### config.mk
export PLATFORM = sky130hd
export DESIGN_NAME = sum_capture_fifo_flat
export DESIGN_NICKNAME = d
export VERILOG_FILES = /design/src/rtl/sum_capture_fifo_if.sv /design/src/rtl/sum_capture_fifo.sv /design/src/flat_wrapper.sv
export SDC_FILE = /design/constraint.sdc
export NUM_CORES = 1
export LEC_CHECK = 0
export CAP_MARGIN = 25
export CORE_MARGIN = 5
export CORE_UTILIZATION = 35
export CTS_CLUSTER_DIAMETER = 40
export DETAILED_ROUTE_END_ITERATION = 12
export DONT_BUFFER_PORTS = 1
export SYNTH_ARGS = -nofsm -noshare
export SYNTH_HDL_FRONTEND = slang
export SYNTH_SLANG_ARGS = --single-unit
### constraint.sdc
create_clock -name clk -period 6.1 [get_ports clk]
set_input_delay 0.61 -clock clk [delete_from_list [all_inputs] [get_ports clk]]
set_output_delay 0.61 -clock clk [all_outputs]
set_load 0.01 [all_outputs]
### src/rtl/sum_capture_fifo_if.sv
// sum_capture_fifo_if: strobe, data and status bundle between the adder wrapper and the capture FIFO.
interface sum_capture_fifo_if #(parameter int WIDTH = 8, parameter int DEPTH = 4);
  logic ena, carry_in, push_in, pop_in, clr;
  logic [WIDTH-1:0] sum_in, data_out;
  logic carry_out, empty, full, overflow, underflow;
  logic [$clog2(DEPTH):0] count;
  modport slave(input ena, sum_in, carry_in, push_in, pop_in, clr,
                output data_out, carry_out, count, empty, full, overflow, underflow);
  modport master(output ena, sum_in, carry_in, push_in, pop_in, clr,
                 input data_out, carry_out, count, empty, full, overflow, underflow);
endinterface

### src/rtl/sum_capture_fifo.sv
// sum_capture_fifo: captures {carry,sum} on synchronized push strobes, releases on pop strobes, flags misuse.
module sum_capture_fifo #(
  parameter int WIDTH = 8,
  parameter int DEPTH = 4,
  parameter int SYNC_STAGES = 2
) (
  input logic clk,
  input logic rst_n,
  sum_capture_fifo_if.slave bus
);
  localparam int AW = $clog2(DEPTH);
  logic [SYNC_STAGES-1:0] push_sync_q, pop_sync_q;
  logic push_hist_q, pop_hist_q;
  logic [WIDTH:0] mem [DEPTH];
  logic [AW-1:0] wr_ptr_q, wr_ptr_d, rd_ptr_q, rd_ptr_d;
  logic [AW:0] count_q, count_d;
  logic ovf_q, ovf_d, udf_q, udf_d;
  logic [WIDTH:0] head_q, head_d;
  logic push_evt, pop_evt, do_clr, do_wr, do_rd, empty, full;
  always_comb begin
    empty = count_q == '0;
    full = count_q == (AW+1)'(DEPTH);
    push_evt = push_sync_q[SYNC_STAGES-1] & ~push_hist_q;
    pop_evt = pop_sync_q[SYNC_STAGES-1] & ~pop_hist_q;
    do_clr = bus.ena & bus.clr;
    do_rd = bus.ena & ~bus.clr & pop_evt & ~empty;
    // a pop in the same cycle frees the slot a full-FIFO push needs
    do_wr = bus.ena & ~bus.clr & push_evt & (~full | pop_evt);
    wr_ptr_d = do_clr ? '0 : wr_ptr_q + AW'(do_wr);
    rd_ptr_d = do_clr ? '0 : rd_ptr_q + AW'(do_rd);
    count_d = do_clr ? '0 : count_q + (AW+1)'(do_wr) - (AW+1)'(do_rd);
    ovf_d = do_clr ? 1'b0 : ovf_q | (bus.ena & push_evt & full & ~pop_evt);
    udf_d = do_clr ? 1'b0 : udf_q | (bus.ena & pop_evt & empty);
    // head lags the pointer/count update by one edge
    head_d = (do_clr | empty) ? '0 : mem[rd_ptr_q];
  end
  always_ff @(posedge clk or negedge rst_n) begin
    if (!rst_n) begin
      push_sync_q <= '0;
      pop_sync_q <= '0;
      push_hist_q <= 1'b0;
      pop_hist_q <= 1'b0;
      wr_ptr_q <= '0;
      rd_ptr_q <= '0;
      count_q <= '0;
      ovf_q <= 1'b0;
      udf_q <= 1'b0;
      head_q <= '0;
    end else begin
      push_sync_q <= {push_sync_q[SYNC_STAGES-2:0], bus.push_in};
      pop_sync_q <= {pop_sync_q[SYNC_STAGES-2:0], bus.pop_in};
      push_hist_q <= push_sync_q[SYNC_STAGES-1];
      pop_hist_q <= pop_sync_q[SYNC_STAGES-1];
      wr_ptr_q <= wr_ptr_d;
      rd_ptr_q <= rd_ptr_d;
      count_q <= count_d;
      ovf_q <= ovf_d;
      udf_q <= udf_d;
      head_q <= head_d;
    end
  end
  always_ff @(posedge clk) begin
    if (do_wr) mem[wr_ptr_q] <= {bus.carry_in, bus.sum_in};
  end
  assign bus.data_out = head_q[WIDTH-1:0];
  assign bus.carry_out = head_q[WIDTH];
  assign bus.count = count_q;
  assign bus.empty = empty;
  assign bus.full = full;
  assign bus.overflow = ovf_q;
  assign bus.underflow = udf_q;
endmodule

### src/flat_wrapper.sv
// flat-port wrapper written by rule: the top's interface ports become plain ports
module sum_capture_fifo_flat 
#(
  parameter int WIDTH = 8,
  parameter int DEPTH = 4,
  parameter int SYNC_STAGES = 2
)
  (clk, rst_n, bus_ena, bus_sum_in, bus_carry_in, bus_push_in, bus_pop_in, bus_clr, bus_data_out, bus_carry_out, bus_count, bus_empty, bus_full, bus_overflow, bus_underflow);
  sum_capture_fifo_if #(.WIDTH(WIDTH), .DEPTH(DEPTH)) bus_i ();
  input logic clk;
  input logic rst_n;
  input wire logic [$bits(bus_i.ena)-1:0] bus_ena;
  input wire logic [$bits(bus_i.sum_in)-1:0] bus_sum_in;
  input wire logic [$bits(bus_i.carry_in)-1:0] bus_carry_in;
  input wire logic [$bits(bus_i.push_in)-1:0] bus_push_in;
  input wire logic [$bits(bus_i.pop_in)-1:0] bus_pop_in;
  input wire logic [$bits(bus_i.clr)-1:0] bus_clr;
  output wire logic [$bits(bus_i.data_out)-1:0] bus_data_out;
  output wire logic [$bits(bus_i.carry_out)-1:0] bus_carry_out;
  output wire logic [$bits(bus_i.count)-1:0] bus_count;
  output wire logic [$bits(bus_i.empty)-1:0] bus_empty;
  output wire logic [$bits(bus_i.full)-1:0] bus_full;
  output wire logic [$bits(bus_i.overflow)-1:0] bus_overflow;
  output wire logic [$bits(bus_i.underflow)-1:0] bus_underflow;
  assign bus_i.ena = bus_ena;
  assign bus_i.sum_in = bus_sum_in;
  assign bus_i.carry_in = bus_carry_in;
  assign bus_i.push_in = bus_push_in;
  assign bus_i.pop_in = bus_pop_in;
  assign bus_i.clr = bus_clr;
  assign bus_data_out = bus_i.data_out;
  assign bus_carry_out = bus_i.carry_out;
  assign bus_count = bus_i.count;
  assign bus_empty = bus_i.empty;
  assign bus_full = bus_i.full;
  assign bus_overflow = bus_i.overflow;
  assign bus_underflow = bus_i.underflow;
  sum_capture_fifo #(.WIDTH(WIDTH), .DEPTH(DEPTH), .SYNC_STAGES(SYNC_STAGES)) u_core (.clk(clk), .rst_n(rst_n), .bus(bus_i));
endmodule
After elaboration in Yosys (flattened, before gate mapping)
Memories as Yosys holds them, arrays and structs flattened.
Cells that the tools add are included.
{"block": "word_totals", "regBits": 24, "ramBits": 36, "in_bits": 15, "output_inout_bits": 16, "elab_cells": 48, "memories": 1}
{"name": "u_core.mem", "depth": 4, "word_bits": 9, "read_ports": 1, "rd_ports_with_merged_regs": 0, "write_ports": 1, "line": "sum_capture_fifo.sv:14", "source": "logic [WIDTH:0] mem [DEPTH];"}
{"block": "op_classes", "addsub": 4, "n_eq_ne": 1, "muxes": 8, "bitwise": 23, "reduce_logical": 1}
{"operator": "$and A1 B1 Y1", "n": 13}
{"operator": "$mux W9", "n": 1}
{"operator": "$not A1 Y1", "n": 6}
{"operator": "$add A2 B1 Y2", "n": 2}
{"operator": "$mux W1", "n": 4}
{"operator": "$mux W2", "n": 2}
{"operator": "$or A1 B1 Y1", "n": 4}
{"operator": "$add A3 B1 Y3", "n": 1}
{"operator": "$eq A3 B3 Y1 const B", "n": 1}
{"operator": "$logic_not A3 Y1", "n": 1}
{"operator": "$mux W3", "n": 1}
{"operator": "$sub A3 B1 Y3", "n": 1}

Logic depth before layout (Yosys ltp)
Gate-level depths: netlist of the first run.
{"block": "logic_depth", "depth_word": 7, "depth_mapped": 11}

Least setup slack after synthesis of the first run
OpenSTA, ideal clock, no wires.
{"block": "synth_path", "kind": "register -> register", "start": "register u_core.count_q[2] (netlist: u_core.bus.count[2])", "end": "register u_core.count_q[2] (netlist: u_core.bus.count[2])", "setup_time_ns": 0.119, "t_arrival_ns": 2.306, "t_required_ns": 5.981, "setup_slack_ns": 3.675, "stages_incl_launch_ff": 11, "synth_period_minus_slack_ns": 2.425, "path_cell_list": "dfrtp_1 -> nor3_1 -> nor3_1 -> ha_1 -> inv_1 -> ha_1 -> inv_1 -> fa_1 -> xnor2_1 -> xnor2_1 -> and2_1"}
{"block": "synth_via", "elab_cells_between_ends": 10}
{"element": "from (decl)", "line": "sum_capture_fifo.sv:16", "source": "logic [AW:0] count_q, count_d;"}
{"element": "from (signal assigned)", "line": "sum_capture_fifo.sv:56", "source": "count_q <= count_d;"}
{"element": "$logic_not A3 Y1", "line": "sum_capture_fifo.sv:21", "source": "empty = count_q == '0;"}
{"element": "named net bus_empty", "line": "flat_wrapper.sv:21", "source": "output wire logic [$bits(bus_i.empty)-1:0] bus_empty;"}
{"element": "$not A1 Y1", "line": "sum_capture_fifo.sv:26", "source": "do_rd = bus.ena & ~bus.clr & pop_evt & ~empty;"}
{"element": "$and A1 B1 Y1", "line": "sum_capture_fifo.sv:26"}
{"element": "$sub A3 B1 Y3", "line": "sum_capture_fifo.sv:31", "source": "count_d = do_clr ? '0 : count_q + (AW+1)'(do_wr) - (AW+1)'(do_rd);"}
{"element": "$mux W3", "line": "sum_capture_fifo.sv:31"}
{"element": "named net u_core.count_d[2]", "line": "sum_capture_fifo.sv:16"}
The timed path passes the listed nets, and every way through them passes these cells.

Worst setup path after layout of the first run
Same ends and word-level chain as after synthesis.

==> parameters.txt, run 1 <==
Parameter                              Value

Status
  Result of the run ... finished clean

Critical path
  Library cell contributing the largest single delay on the critical path ... nor3_1
  Crit path arrival time ... 2.92 ns
  Kind of end point of the critical path ... flip-flop
  Required time at the endpoint of the critical path ... 6.32 ns
  Delay contributed by the slowest stage of the critical path ... 0.56 ns
  Crit-path cells ... nor3_1 -> nor3_1 -> ha_1 -> inv_1 -> ha_1 -> inv_1 -> fa_1 -> xnor2_1 -> xnor2_1 -> and2_1
  Category of the most critical setup path ... flip-flop to flip-flop
  Setup crit start kind ... flip-flop
  Maximum fanout encountered on the critical timing path ... 4

Detailed routing
  Total detailed-routing wirelength ... 3.87 mm
  Post-detailed-route via-to-cell ratio ... 4.87
  Per-cell routed wire length ... 18.4 µm
  Iteration count of the initial detailed-routing pass ... 4
  Total vias in the final route ... 1,023
  Number of remaining DRC errors ... 0
  Number of nets with antenna violations after detailed routing ... 0
  DRC violation total after the first TritonRoute iteration ... 60

Die
  X dimension of the die ... 90.6 µm
  Top-level port count ... 31
  Die area ... 0.00820 mm²
  Starting utilization of the core area ... 36.0%
  Die Y ... 90.6 µm
  Core ar. ... 0.00631 mm²
  Placement row count ... 29

Synth
  Area contributors post-synth ... edfxtp_1 48%, dfrtp_1 26%, mux4_2 8.9%
  Post-synth ARST share ... 40.0%
  Number of flip-flops and latches in the synthesized netlist ... 60
  Share of the yosys chip area belonging to registers ... 74.0%
  Warning count from the yosys run ... 0
  Post-synth EDFFs ... 36
  Cell Area, Synth ... 0.00227 mm²
  Most used flip-flop cell after synthesis ... edfxtp_1
  Synth unique cells ... 24
  Syn avg cell area ... 19.1 µm²
  Post-synthesis net count ... 139
  Share of the synthesized area in the top cell type ... 47.6%
  Synthesized netlist cell count ... 119
  Cell type contributing the most total cell area after synthesis ... edfxtp_1

STA
  Post-Route Setup TNS ... 0 ns
  Unrepaired setup endpoints after global routing ... no
  Worst slew margin relative to its limit ... 43.9%
  Slew Limit Fails ... 0
  Number of endpoints with negative hold slack in the final report ... 0
  Clock Skew ... 0.00823 ns
  Worst hold margin ... 0.0899 ns
  Final WS setup ... 3.40 ns
  Setup-violating endpoint count in the final report ... 0
  Worst Tran Pin Value ... 0.838 ns
  Max Fclk ... 0.370 GHz
  Period utilisation layout ... 44.3%
  Period minus WS final ... 2.70 ns

Clocking
  H-tree lvl count ... 3
  Clock Pin Slew Worst Setup and Hold Paths ... 0.07 ns
  Clk Latency, worst-skew pair ... 0.33 ns
  Clock tree sinks ... 60
  Resize count post-CTS ... 0
  Num CTS Buffers ... 9
  Maximum root-to-sink buffer count ... 2
  Clock tree root buffer cell ... clkbuf_8
  TritonCTS clock tree ... yes

Pwr
  Overall power of the completed layout ... 0.000935 W
  Peak ir drop on the vdd network ... 0.105 mV
  Total power density per cell area ... 367 mW/mm²
  Static Leak ... 0.943 nW

Worst hold path
  Worst hold-check path type ... input pin to async pin

Layout
  Synthesis-to-layout area growth ... 12.2%
  Final-layout fill cell count ... 571
  Final core occ ... 40.3%
  Diode insertion count for antenna repair ... 0
  Post-layout nets ... 148
  Fraction of final layout cells sized beyond drive strength 1 ... 23.3%

GRT
  Congestion Overflow GR ... 0
  Via count of the first global-routing pass ... 1,099
  Total routing resource utilization after global routing ... 10.2%
  Maximum number of pins on one net before global-route repair ... 25
  Number of antenna violations at the first check in global routing ... 0
  Wire length of the first global-routing pass ... 5.98 mm

Run
  Maximum Capacitance Violations ... 0

Place
  Final GP Congestion ... 0.702
  Number of buffers inserted by port buffering ... 0
  Post-place setup slack ... 3.39 ns
  Half-perimeter wire length after detailed placement ... 2.59 mm
==> path summary, 6_finish.rpt <==
check | start | end | slack, ns | cells after the start
max in group asynchronous | rst_n | u_core.push_hist_q$_DFF_PN0_ | 5.85 | 1
min reg2reg | u_core.pop_sync_q[0]$_DFF_PN0_ | u_core.pop_sync_q[1]$_DFF_PN0_ | 0.35 | 0
max reg2reg | u_core.bus.count[2]$_DFF_PN0_ | u_core.bus.count[2]$_DFF_PN0_ | 3.40 | 10
min in group clk | bus_pop_in | u_core.pop_sync_q[0]$_DFF_PN0_ | 0.31 | 0
max | u_core.bus.count[2]$_DFF_PN0_ | u_core.bus.count[2]$_DFF_PN0_ | 3.40 | 10
min | rst_n | u_core.head_q[5]$_DFF_PN0_ | 0.09 | 1
==> power by group <==
| group | internal (W) | total [W] | switching (W) | leakage (nW) |
|---|---|---|---|---|
| Clock | 0.000187 | 0.000331 | 0.000144 | 0.0931 |
| Sequential | 0.000465 | 0.000508 | 0.0000434 | 0.636 |
| Combinational | 0.0000460 | 0.0000956 | 0.0000497 | 0.214 |
==> sequential cells by signal, summed over array words and instances (netlist names) <==
name	cells
u_core.bus.count	3
u_core.bus.overflow	1
u_core.bus.underflow	1
u_core.head_q	9
u_core.mem	36
u_core.pop_hist_q	1
u_core.pop_sync_q	2
u_core.push_hist_q	1
u_core.push_sync_q	2
u_core.rd_ptr_q	2
u_core.wr_ptr_q	2
==> Yosys cell counts (2+ instances only) <==
cell,n
a21oi_1,4
and2_1,4
buf_4,2
dfrtp_1,24
edfxtp_1,36
ha_1,4
inv_1,3
mux4_2,9
nand2_1,2
nor2b_1,10
nor3_1,3
nor3b_2,3
xnor2_1,4
==> cell usage in the layout (no fill, tap or decap), types with 3 or more instances in the layout <==
cell / Yosys / final
edfxtp_1: 36 / 36
dfrtp_1: 24 / 24
nor2b_1: 10 / 10
mux4_2: 9 / 9
clkbuf_8: 0 / 9
and2_1: 4 / 4
a21oi_1: 4 / 4
xnor2_1: 4 / 4
ha_1: 4 / 4
nor3b_2: 3 / 3
nor3_1: 3 / 3
inv_1: 3 / 3
clkinv_2: 0 / 3
==> final cells by class <==
type                    instances  area, µm²  share of cell area [%]
flip-flops and latches         60       1680                    66.0
inverters                       4       15.0                   0.589
clock inverters                 5       52.6                    2.06
repair buffers                  2       27.5                    1.08
multi-input cells              51        543                    21.3
clock buffers                  11        131                    5.16
well taps                      77       96.3                    3.78
==> stage by stage <==
step                      area, µm²  cells
after global routing           2550    210
after CTS                      2550    210
final                          2550    210
after detailed placement       2340    193
after global placement         2340    193
after floorplan                2270    119
==> cell families (layout without fill, tap and decap cells) <==
group / count (synthesis) / count (layout) / share of synthesized area [%]
buf+inv: 8 / 22 / 2.04
mux: 9 / 9 / 8.93
xor+xnor: 4 / 4 / 1.54
simple gates: 25 / 25 / 7.66
flops: 60 / 60 / 74.0
fa+ha+maj: 5 / 5 / 3.09
compound gates: 8 / 8 / 2.70
==> critical path: cells and delay by family, from the launching register on <==
family | cells | cell delay [ns]
flip-flops | 1 | 0.45
buffers and inverters | 2 | 0.11
AND/OR/NAND/NOR | 3 | 0.89
XOR/XNOR | 2 | 0.31
adder cells (fa/ha/maj) | 3 | 0.84
==> repair_timing <==
item	in CTS	in global routing
hold buffers	1	0
endpoints found under the hold margin	24	0
buffers inserted	0	0
==> routing by layer <==
metal | vias up | GRT usage, % | part of all wire (%)
li1 | 460 | - | -
met1 | 530 | 9.97 | 38
met2 | 25 | 16.3 | 54
met3 | 8 | 5.75 | 6.2
met4 | 0 | 6.45 | 2.2
met5 | - | 0 | 0
Power figures use the tool's default switching activity.
==> inputs of run 2 (changes only) <==
--- a/config.mk
+++ b/config.mk
@@ -5,6 +5,7 @@
 export SDC_FILE = /design/constraint.sdc
 export NUM_CORES = 1
 export LEC_CHECK = 0
+export ABC_AREA = 1
 export CAP_MARGIN = 25
 export CORE_MARGIN = 5
 export CORE_UTILIZATION = 35
==> constraint.sdc (replaced) <==
create_clock -name clk -period 2.37 [get_ports clk]
set_input_delay 0.237 -clock clk [delete_from_list [all_inputs] [get_ports clk]]
set_output_delay 0.237 -clock clk [all_outputs]
set_load 0.01 [all_outputs]
==> parameters.txt, run 2 <==
Parameter                              Value

Synth
  Warning count from the yosys run ... 0 (unchanged)
  Share of the yosys chip area belonging to registers ... 72.4% (-1.7 points)
  Syn avg cell area ... 12.2 µm² (-36%)
  Synthesized netlist cell count ... 191 (+61%)
  Cell type contributing the most total cell area after synthesis ... edfxtp_1
  Post-synth top cells ... 51 x nor2_1, 36 x edfxtp_1, 24 x dfrtp_1
  Post-synthesis net count ... 211 (+52%)
  Area contributors post-synth ... edfxtp_1 47%, dfrtp_1 26%, nor2_1 8.2%
  Post-synth ARST share ... 40.0% (unchanged)
  Most common cell in the netlist ... nor2_1
  Most used flip-flop cell after synthesis ... edfxtp_1
  Share of the synthesized area in the top cell type ... 46.5% (-1.1 points)
  Number of flip-flops and latches in the synthesized netlist ... 60 (unchanged)
  Synth unique cells ... 20 (-17%)
  Post-synth EDFFs ... 36 (unchanged)
  Cell Area, Synth ... 0.00232 mm² (+2.3%)

Die
  Placement row count ... 29 (unchanged)
  Die area ... 0.00837 mm² (+2.1%)
  Core ar. ... 0.00639 mm² (+1.1%)
  Starting utilization of the core area ... 36.4% (+0.41 points)
  Top-level port count ... 31 (unchanged)
  X dimension of the die ... 91.5 µm (+1.0%)
  Die Y ... 91.5 µm (+1.0%)

Critical path
  Category of the most critical setup path ... flip-flop to flip-flop
  Crit path arrival time ... 2.32 ns (-0.60 ns)
  Required time at the endpoint of the critical path ... 2.59 ns (-3.73 ns)
  Maximum fanout encountered on the critical timing path ... 5 (+1)
  Setup crit start kind ... flip-flop
  Kind of end point of the critical path ... flip-flop

Detailed routing
  Post-detailed-route via-to-cell ratio ... 4.61 (-5.4%)
  Number of nets with antenna violations after detailed routing ... 0 (unchanged)
  Total detailed-routing wirelength ... 4.35 mm (+12%)
  Per-cell routed wire length ... 14.6 µm (-21%)
  DRC violation total after the first TritonRoute iteration ... 42 (-30%)
  Iteration count of the initial detailed-routing pass ... 4 (unchanged)
  Number of remaining DRC errors ... 0 (unchanged)
  Total vias in the final route ... 1,373 (+34%)

Clocking
  Resize count post-CTS ... 0 (unchanged)
  Num CTS Buffers ... 9 (unchanged)
  Maximum root-to-sink buffer count ... 2 (unchanged)
  Clock Pin Slew Worst Setup and Hold Paths ... 0.07 ns (about the same)
  Count of buffers added by post-CTS timing repair for setup ... 0 (unchanged)
  Clock tree root buffer cell ... clkbuf_8
  Clock tree sinks ... 60 (unchanged)
  H-tree lvl count ... 3 (unchanged)
  TritonCTS clock tree ... yes
  Clk Latency, worst-skew pair ... 0.34 ns (about the same)
  Hold-fix buffers at CTS ... 13 (+12)

Layout
  Register bank with the most flops ... u_core.mem
  Diode insertion count for antenna repair ... 0 (unchanged)
  Fraction of final layout cells sized beyond drive strength 1 ... 11.3% (-12 points)
  Design Area, Final ... 0.00271 mm² (+6.4%)
  Post-layout nets ... 236 (+59%)
  Synthesis-to-layout area growth ... 16.7%
  Count of placed standard cells in the final layout, fillers left out ... 298 (+42%)
  Number of flip-flops in the largest register ... 36 (unchanged)
  Most frequent standard cell in the layout excluding fill and tap cells ... nor2_1
  Commonest cells after routing, fill and taps aside ... 51 x nor2_1, 36 x edfxtp_1, 24 x dfrtp_1, 19 x inv_1, 13 x nand2_1

Pwr
  Share of power burned in combinational logic ... 15.1% (+4.9 points)
  Switching power ... 0.000708 W (+200%)
  Peak ir drop on the vdd network ... 0.574 mV (+450%)
  Sequential fraction of design power ... 53.4% (-1.0 points)
  Total power density per cell area ... 890 mW/mm² (+140%)
  Clk network pwr share ... 31.5% (-3.9 points)
  Internal power component ... 0.00171 W (+140%)
  Static Leak ... 1.11 nW (+17%)
  Proportion of total power due to net switching ... 29.3% (+3.9 points)

STA
  Slew Limit Fails ... 0 (unchanged)
  Worst Tran Pin Value ... 0.992 ns (+0.154 ns)
  Number of endpoints with negative hold slack in the final report ... 0 (unchanged)
  Unrepaired setup endpoints after global routing ... no
  Worst slew margin relative to its limit ... 33.6% (-10 points)
  Period utilisation layout ... 88.7% (+44 points)
  Clock Skew ... 0.00644 ns (-0.00179 ns)
  Max Fclk ... 0.476 GHz (+29%)
  Final WS setup ... 0.267 ns (-3.13 ns)
  Worst hold margin ... 0.155 ns (+0.0649 ns)
  Period minus WS final ... 2.10 ns (-0.599 ns)
  Post-Route Setup TNS ... 0 ns (unchanged)
  Setup-violating endpoint count in the final report ... 0 (unchanged)

Status
  Result of the run ... finished clean

Run
  Maximum Capacitance Violations ... 0 (unchanged)

Place
  Post-Place Cell Area ... 0.00240 mm² (+2.6%)
  Post-placement cell count ... 269 (+39%)
  Half-perimeter wire length after detailed placement ... 2.75 mm (+6.1%)
  Number of buffers inserted by port buffering ... 0 (unchanged)
  Final GP Congestion ... 0.694 (-1.1%)
  Post-place setup slack ... 0.257 ns (-3.13 ns)

GRT
  Wire length of the first global-routing pass ... 6.79 mm (+14%)
  Total routing resource utilization after global routing ... 11.1% (+0.97 points)
  Via count of the first global-routing pass ... 1,374 (+25%)
  Maximum number of pins on one net before global-route repair ... 25 (unchanged)
  Congestion Overflow GR ... 0 (unchanged)
  Number of antenna violations at the first check in global routing ... 0 (unchanged)

Worst hold path
  Worst hold-check path type ... input pin to flip-flop
-- run 2: changes by cell type in the layout (fill, tap and decap cells not counted), moves of 10 or more --
cell and delta:
nand2_1 +11, o21ai_1 +10, inv_1 +16, dlygate4sd3_1 +12
nor2b_1 -10, nor2_1 +51
-- run 2: path summary, 6_finish.rpt --
| check | start | depth (start not counted) | slack (ns) | endpoint |
|---|---|---|---|---|
| setup / recovery | u_core.bus.count[0]$_DFF_PN0_ | 9 | 0.27 | u_core.bus.count[2]$_DFF_PN0_ |
| hold / removal | bus_clr | 3 | 0.15 | u_core.wr_ptr_q[1]$_DFF_PN0_ |
| setup reg to reg | u_core.bus.count[0]$_DFF_PN0_ | 9 | 0.27 | u_core.bus.count[2]$_DFF_PN0_ |
| hold reg to reg | u_core.push_sync_q[0]$_DFF_PN0_ | 0 | 0.35 | u_core.push_sync_q[1]$_DFF_PN0_ |
| max in group asynchronous | rst_n | 2 | 1.88 | u_core.head_q[1]$_DFF_PN0_ |
| min in group asynchronous | rst_n | 2 | 0.33 | u_core.bus.count[0]$_DFF_PN0_ |
-- run 2: kinds of logic after synthesis --
kind of cell | share of synthesized area [%]
AND/OR/NAND/NOR | 11.1
flip-flops | 72.4
AO/OA/AOI/OAI | 7.05
buffers and inverters | 5.71
adder cells (fa/ha/maj) | 3.02
XOR/XNOR | 0.754
-- run 2: worst max-delay path, cell delays in order, from the launching register on --
cell and delay, ns:
dfrtp_1 0.48, nor2_1 0.10, nor4_1 0.29, ha_1 0.30
inv_1 0.05, ha_1 0.12, inv_1 0.04, fa_1 0.36
xor2_1 0.16, nor2_1 0.05
-- run 2: per-layer routing --
| layer | global-route usage [%] | vias up | routed length [µm] | share of wire [%] |
|---|---|---|---|---|
| li1 | - | 686 | - | - |
| met1 | 12.5 | 639 | 1820 | 42 |
| met2 | 17.2 | 40 | 2090 | 48 |
| met3 | 6.28 | 8 | 363 | 8.4 |
| met4 | 5.13 | 0 | 72 | 1.7 |
| met5 | 0 | - | 0 | 0 |
-- run 2: final cells by class --
type                       count  area (µm²)
clock inverter                 7        43.8
timing repair buffer          18         178
fill                         598        3670
inverter                      21        78.8
sequential                    60        1680
multi-input combinational    106         509
tap                           77        96.3
clock buffer                   9         124
-- run 2: power groups by stage --
stage	registers (W)	clock network, W	logic (W)
finish	0.00129	0.000760	0.000365
global route	0.00130	0.000834	0.000420
CTS	0.00129	0.000782	0.000372
detailed placement	0.00131	0	0.000334
global placement	0.00131	0	0.000330
floorplan	0.00130	0	0.000241
-- run 2: metrics by stage --
stage	total power (W)	utilization [%]
after global placement	0.00164	37.6
after floorplan	0.00155	-
after CTS	0.00245	42.5
after global routing	0.00256	42.5
final	0.00241	42.5
after detailed placement	0.00165	37.6
==> inputs of run 3 (changes only) <==
--- a/config.mk
+++ b/config.mk
@@ -7,6 +7,7 @@
 export LEC_CHECK = 0
 export ABC_AREA = 1
 export CAP_MARGIN = 25
+export CORE_ASPECT_RATIO = 1.4
 export CORE_MARGIN = 5
 export CORE_UTILIZATION = 35
 export CTS_CLUSTER_DIAMETER = 40
==> parameters.txt, run 3 (same netlist as run 2, synthesis figures left out) <==
Parameter                              Value

Critical path
  Family with the most delay on the worst path ... adder cells
  Crit-path cells ... inv_1 -> nand2_1 -> nor2_1 -> nor4_2 -> ha_1 -> inv_1 -> ha_1 -> inv_1 -> fa_1 -> xor2_1 -> nor2_1
  Required time at the endpoint of the critical path ... 2.58 ns (about the same)
  Library cell contributing the largest single delay on the critical path ... dfrtp_1
  Most used cell, CP ... inv_1
  Delay contributed by the slowest stage of the critical path ... 0.43 ns (-0.05 ns)
  Buffers & Inverters on Critical Path ... 3 (+1)
  Setup crit start kind ... flip-flop
  Worst setup path start ... u_core.bus.count[2]$_DFF_PN0_
  Startpoint of the worst register-to-register path ... u_core.bus.count[2]$_DFF_PN0_
  Maximum fanout encountered on the critical timing path ... 4 (-1)
  Depth of the critical timing path with buffers and inverters included ... 11 (+2)
  Category of the most critical setup path ... flip-flop to flip-flop
  Kind of end point of the critical path ... flip-flop
  Crit path arrival time ... 2.29 ns (-0.03 ns)
  Number of cells traversed by the worst register-to-register path ... 11 (+2)

Layout
  Fraction of final layout cells sized beyond drive strength 1 ... 10.4% (-0.90 points)
  Number of flip-flops in the largest register ... 36 (unchanged)
  Final core occ ... 42.2% (-0.27 points)
  Register bank with the most flops ... u_core.mem
  Multi-input gate area in the final layout ... 515 µm² (+1.2%)
  Commonest cells after routing, fill and taps aside ... 51 x nor2_1, 36 x edfxtp_1, 24 x dfrtp_1, 19 x inv_1, 13 x nand2_1
  Most frequent standard cell in the layout excluding fill and tap cells ... nor2_1
  Sequential cell area ... 0.00168 mm² (unchanged)
  Design Area, Final ... 0.00275 mm² (+1.5%)
  Diode insertion count for antenna repair ... 0 (unchanged)
  Synthesis-to-layout area growth ... 18.5%
  Final-layout fill cell count ... 611 (+2.2%)
  Post-layout nets ... 236 (unchanged)

STA
  Post-Route Setup TNS ... 0 ns (unchanged)
  Final WS setup ... 0.282 ns (+0.0153 ns)
  Unrepaired setup endpoints after global routing ... no
  Period utilisation layout ... 88.1% (-0.64 points)
  Setup-violating endpoint count in the final report ... 0 (unchanged)
  Worst Tran Pin Value ... 0.943 ns (-0.0487 ns)
  Period minus WS final ... 2.09 ns (-0.0153 ns)
  Clock Skew ... 0.00790 ns (+0.00146 ns)
  Slew Limit Fails ... 0 (unchanged)
  Max Fclk ... 0.479 GHz (+0.73%)
  Worst slew margin relative to its limit ... 36.9% (+3.3 points)
  Number of endpoints with negative hold slack in the final report ... 0 (unchanged)

Clocking
  Count of buffers added by post-CTS timing repair for setup ... 0 (unchanged)
  TritonCTS clock tree ... yes
  Num CTS Buffers ... 9 (unchanged)
  Maximum root-to-sink buffer count ... 2 (unchanged)
  Clock Pin Slew Worst Setup and Hold Paths ... 0.06 ns (about the same)
  Clock tree sinks ... 60 (unchanged)
  Clock tree root buffer cell ... clkbuf_8
  Clk Latency, worst-skew pair ... 0.33 ns (about the same)
  H-tree lvl count ... 3 (unchanged)

Status
  Result of the run ... finished clean

GRT
  Maximum number of pins on one net before global-route repair ... 25 (unchanged)
  Wire length of the first global-routing pass ... 6.97 mm (+2.7%)
  Number of antenna violations at the first check in global routing ... 0 (unchanged)
  Total routing resource utilization after global routing ... 11.5% (+0.40 points)
  Via count of the first global-routing pass ... 1,494 (+8.7%)
  Congestion Overflow GR ... 0 (unchanged)

Worst hold path
  Startpoint of the lowest-slack hold path ... bus_clr
  Worst hold-check path type ... input pin to flip-flop
  Depth of the worst hold-timing path ... 3 (unchanged)

Detailed routing
  Per-cell routed wire length ... 14.5 µm (-0.26%)
  Number of nets with antenna violations after detailed routing ... 0 (unchanged)
  Total vias in the final route ... 1,378 (+0.36%)
  Post-detailed-route via-to-cell ratio ... 4.67 (+1.4%)
  Total detailed-routing wirelength ... 4.29 mm (-1.3%)
  Iteration count of the initial detailed-routing pass ... 4 (unchanged)
  DRC violation total after the first TritonRoute iteration ... 68 (+62%)
  Number of remaining DRC errors ... 0 (unchanged)

Place
  Half-perimeter wire length after detailed placement ... 2.73 mm (-0.54%)
  Post-place setup slack ... 0.177 ns (-0.0801 ns)
  Number of buffers inserted by port buffering ... 0 (unchanged)
  Final GP Congestion ... 0.710 (+2.3%)
  Post-Place Cell Area ... 0.00240 mm² (-0.16%)

Run
  Maximum Capacitance Violations ... 0 (unchanged)

Die
  X dimension of the die ... 78.9 µm (-14%)
  Placement row count ... 35 (+21%)
  Die area ... 0.00839 mm² (+0.28%)
  Die Y ... 106 µm (+16%)
  Core ar. ... 0.00653 mm² (+2.2%)
  Starting utilization of the core area ... 35.6% (-0.77 points)
  Top-level port count ... 31 (unchanged)

Pwr
  Total power density per cell area ... 934 mW/mm² (+5.0%)
  Peak ir drop on the vdd network ... 0.632 mV (+10%)
  Static Leak ... 1.13 nW (+1.8%)
[run 3: cell types whose count changed in the layout (fill, tap and decap cells not counted), sizes merged]
cell and change:
clkbuf +6, bufinv +1, clkinvlp -2, clkinv -5
[run 3: worst register-to-register path, cell delays in order, from the launching register on]
cell	delay [ns]
dfrtp_1	0.43
inv_1	0.06
nand2_1	0.11
nor2_1	0.08
nor4_2	0.21
ha_1	0.29
inv_1	0.06
ha_1	0.13
inv_1	0.04
fa_1	0.37
xor2_1	0.16
nor2_1	0.05
[run 3: final cells by class]
class | count | share of cell area (%)
well taps | 74 | 3.36
multi-input cells | 106 | 18.7
inverters | 21 | 2.86
repair buffers | 18 | 6.45
clock buffers | 15 | 6.41
clock inverters | 1 | 1.09
flip-flops and latches | 60 | 61.1
[run 3: metal layers]
layer | part of all wire [%] | track usage (%) | vias to the layer above
met1 | 37 | 10.7 | 645
met3 | 7.1 | 5.17 | 9
met5 | 0 | 0 | -
li1 | - | - | 680
met4 | 2.3 | 5.90 | 0
met2 | 54 | 20.8 | 44
[run 3: timing repair]
| item | CTS | global route |
|---|---|---|
| endpoints found under the hold margin | 62 | 0 |
| setup endpoints to repair | 0 | 1 |
| hold buffers | 13 | 0 |
| gates resized for setup | 0 | 1 |
[run 3: report_power, final]
part	switching, W	total (W)	internal (W)
clock	0.000357	0.000930	0.000573
combinational	0.000222	0.000346	0.000124
sequential	0.0000921	0.00130	0.00120
total	0.000671	0.00257	0.00190
[run 3: path summary, 6_finish.rpt]
path	end	slack, ns
worst min-delay path	u_core.wr_ptr_q[1]$_DFF_PN0_	0.15
max in group asynchronous	u_core.pop_sync_q[0]$_DFF_PN0_	1.88
worst min register to register	u_core.pop_sync_q[1]$_DFF_PN0_	0.35
worst max-delay path	u_core.bus.count[2]$_DFF_PN0_	0.28
worst max register to register	u_core.bus.count[2]$_DFF_PN0_	0.28
min in group asynchronous	u_core.head_q[4]$_DFF_PN0_	0.33
[run 3: metrics by stage]
stage / hold WS (ns) / instances / power (W)
2_1_floorplan: -0.0586 / 191 / 0.00155
3_3_place_gp: -0.0575 / 266 / 0.00163
3_5_place_dp: -0.0573 / 266 / 0.00163
4_1_cts: 0.138 / 295 / 0.00261
5_1_grt: 0.163 / 295 / 0.00271
6_report: 0.154 / 295 / 0.00257
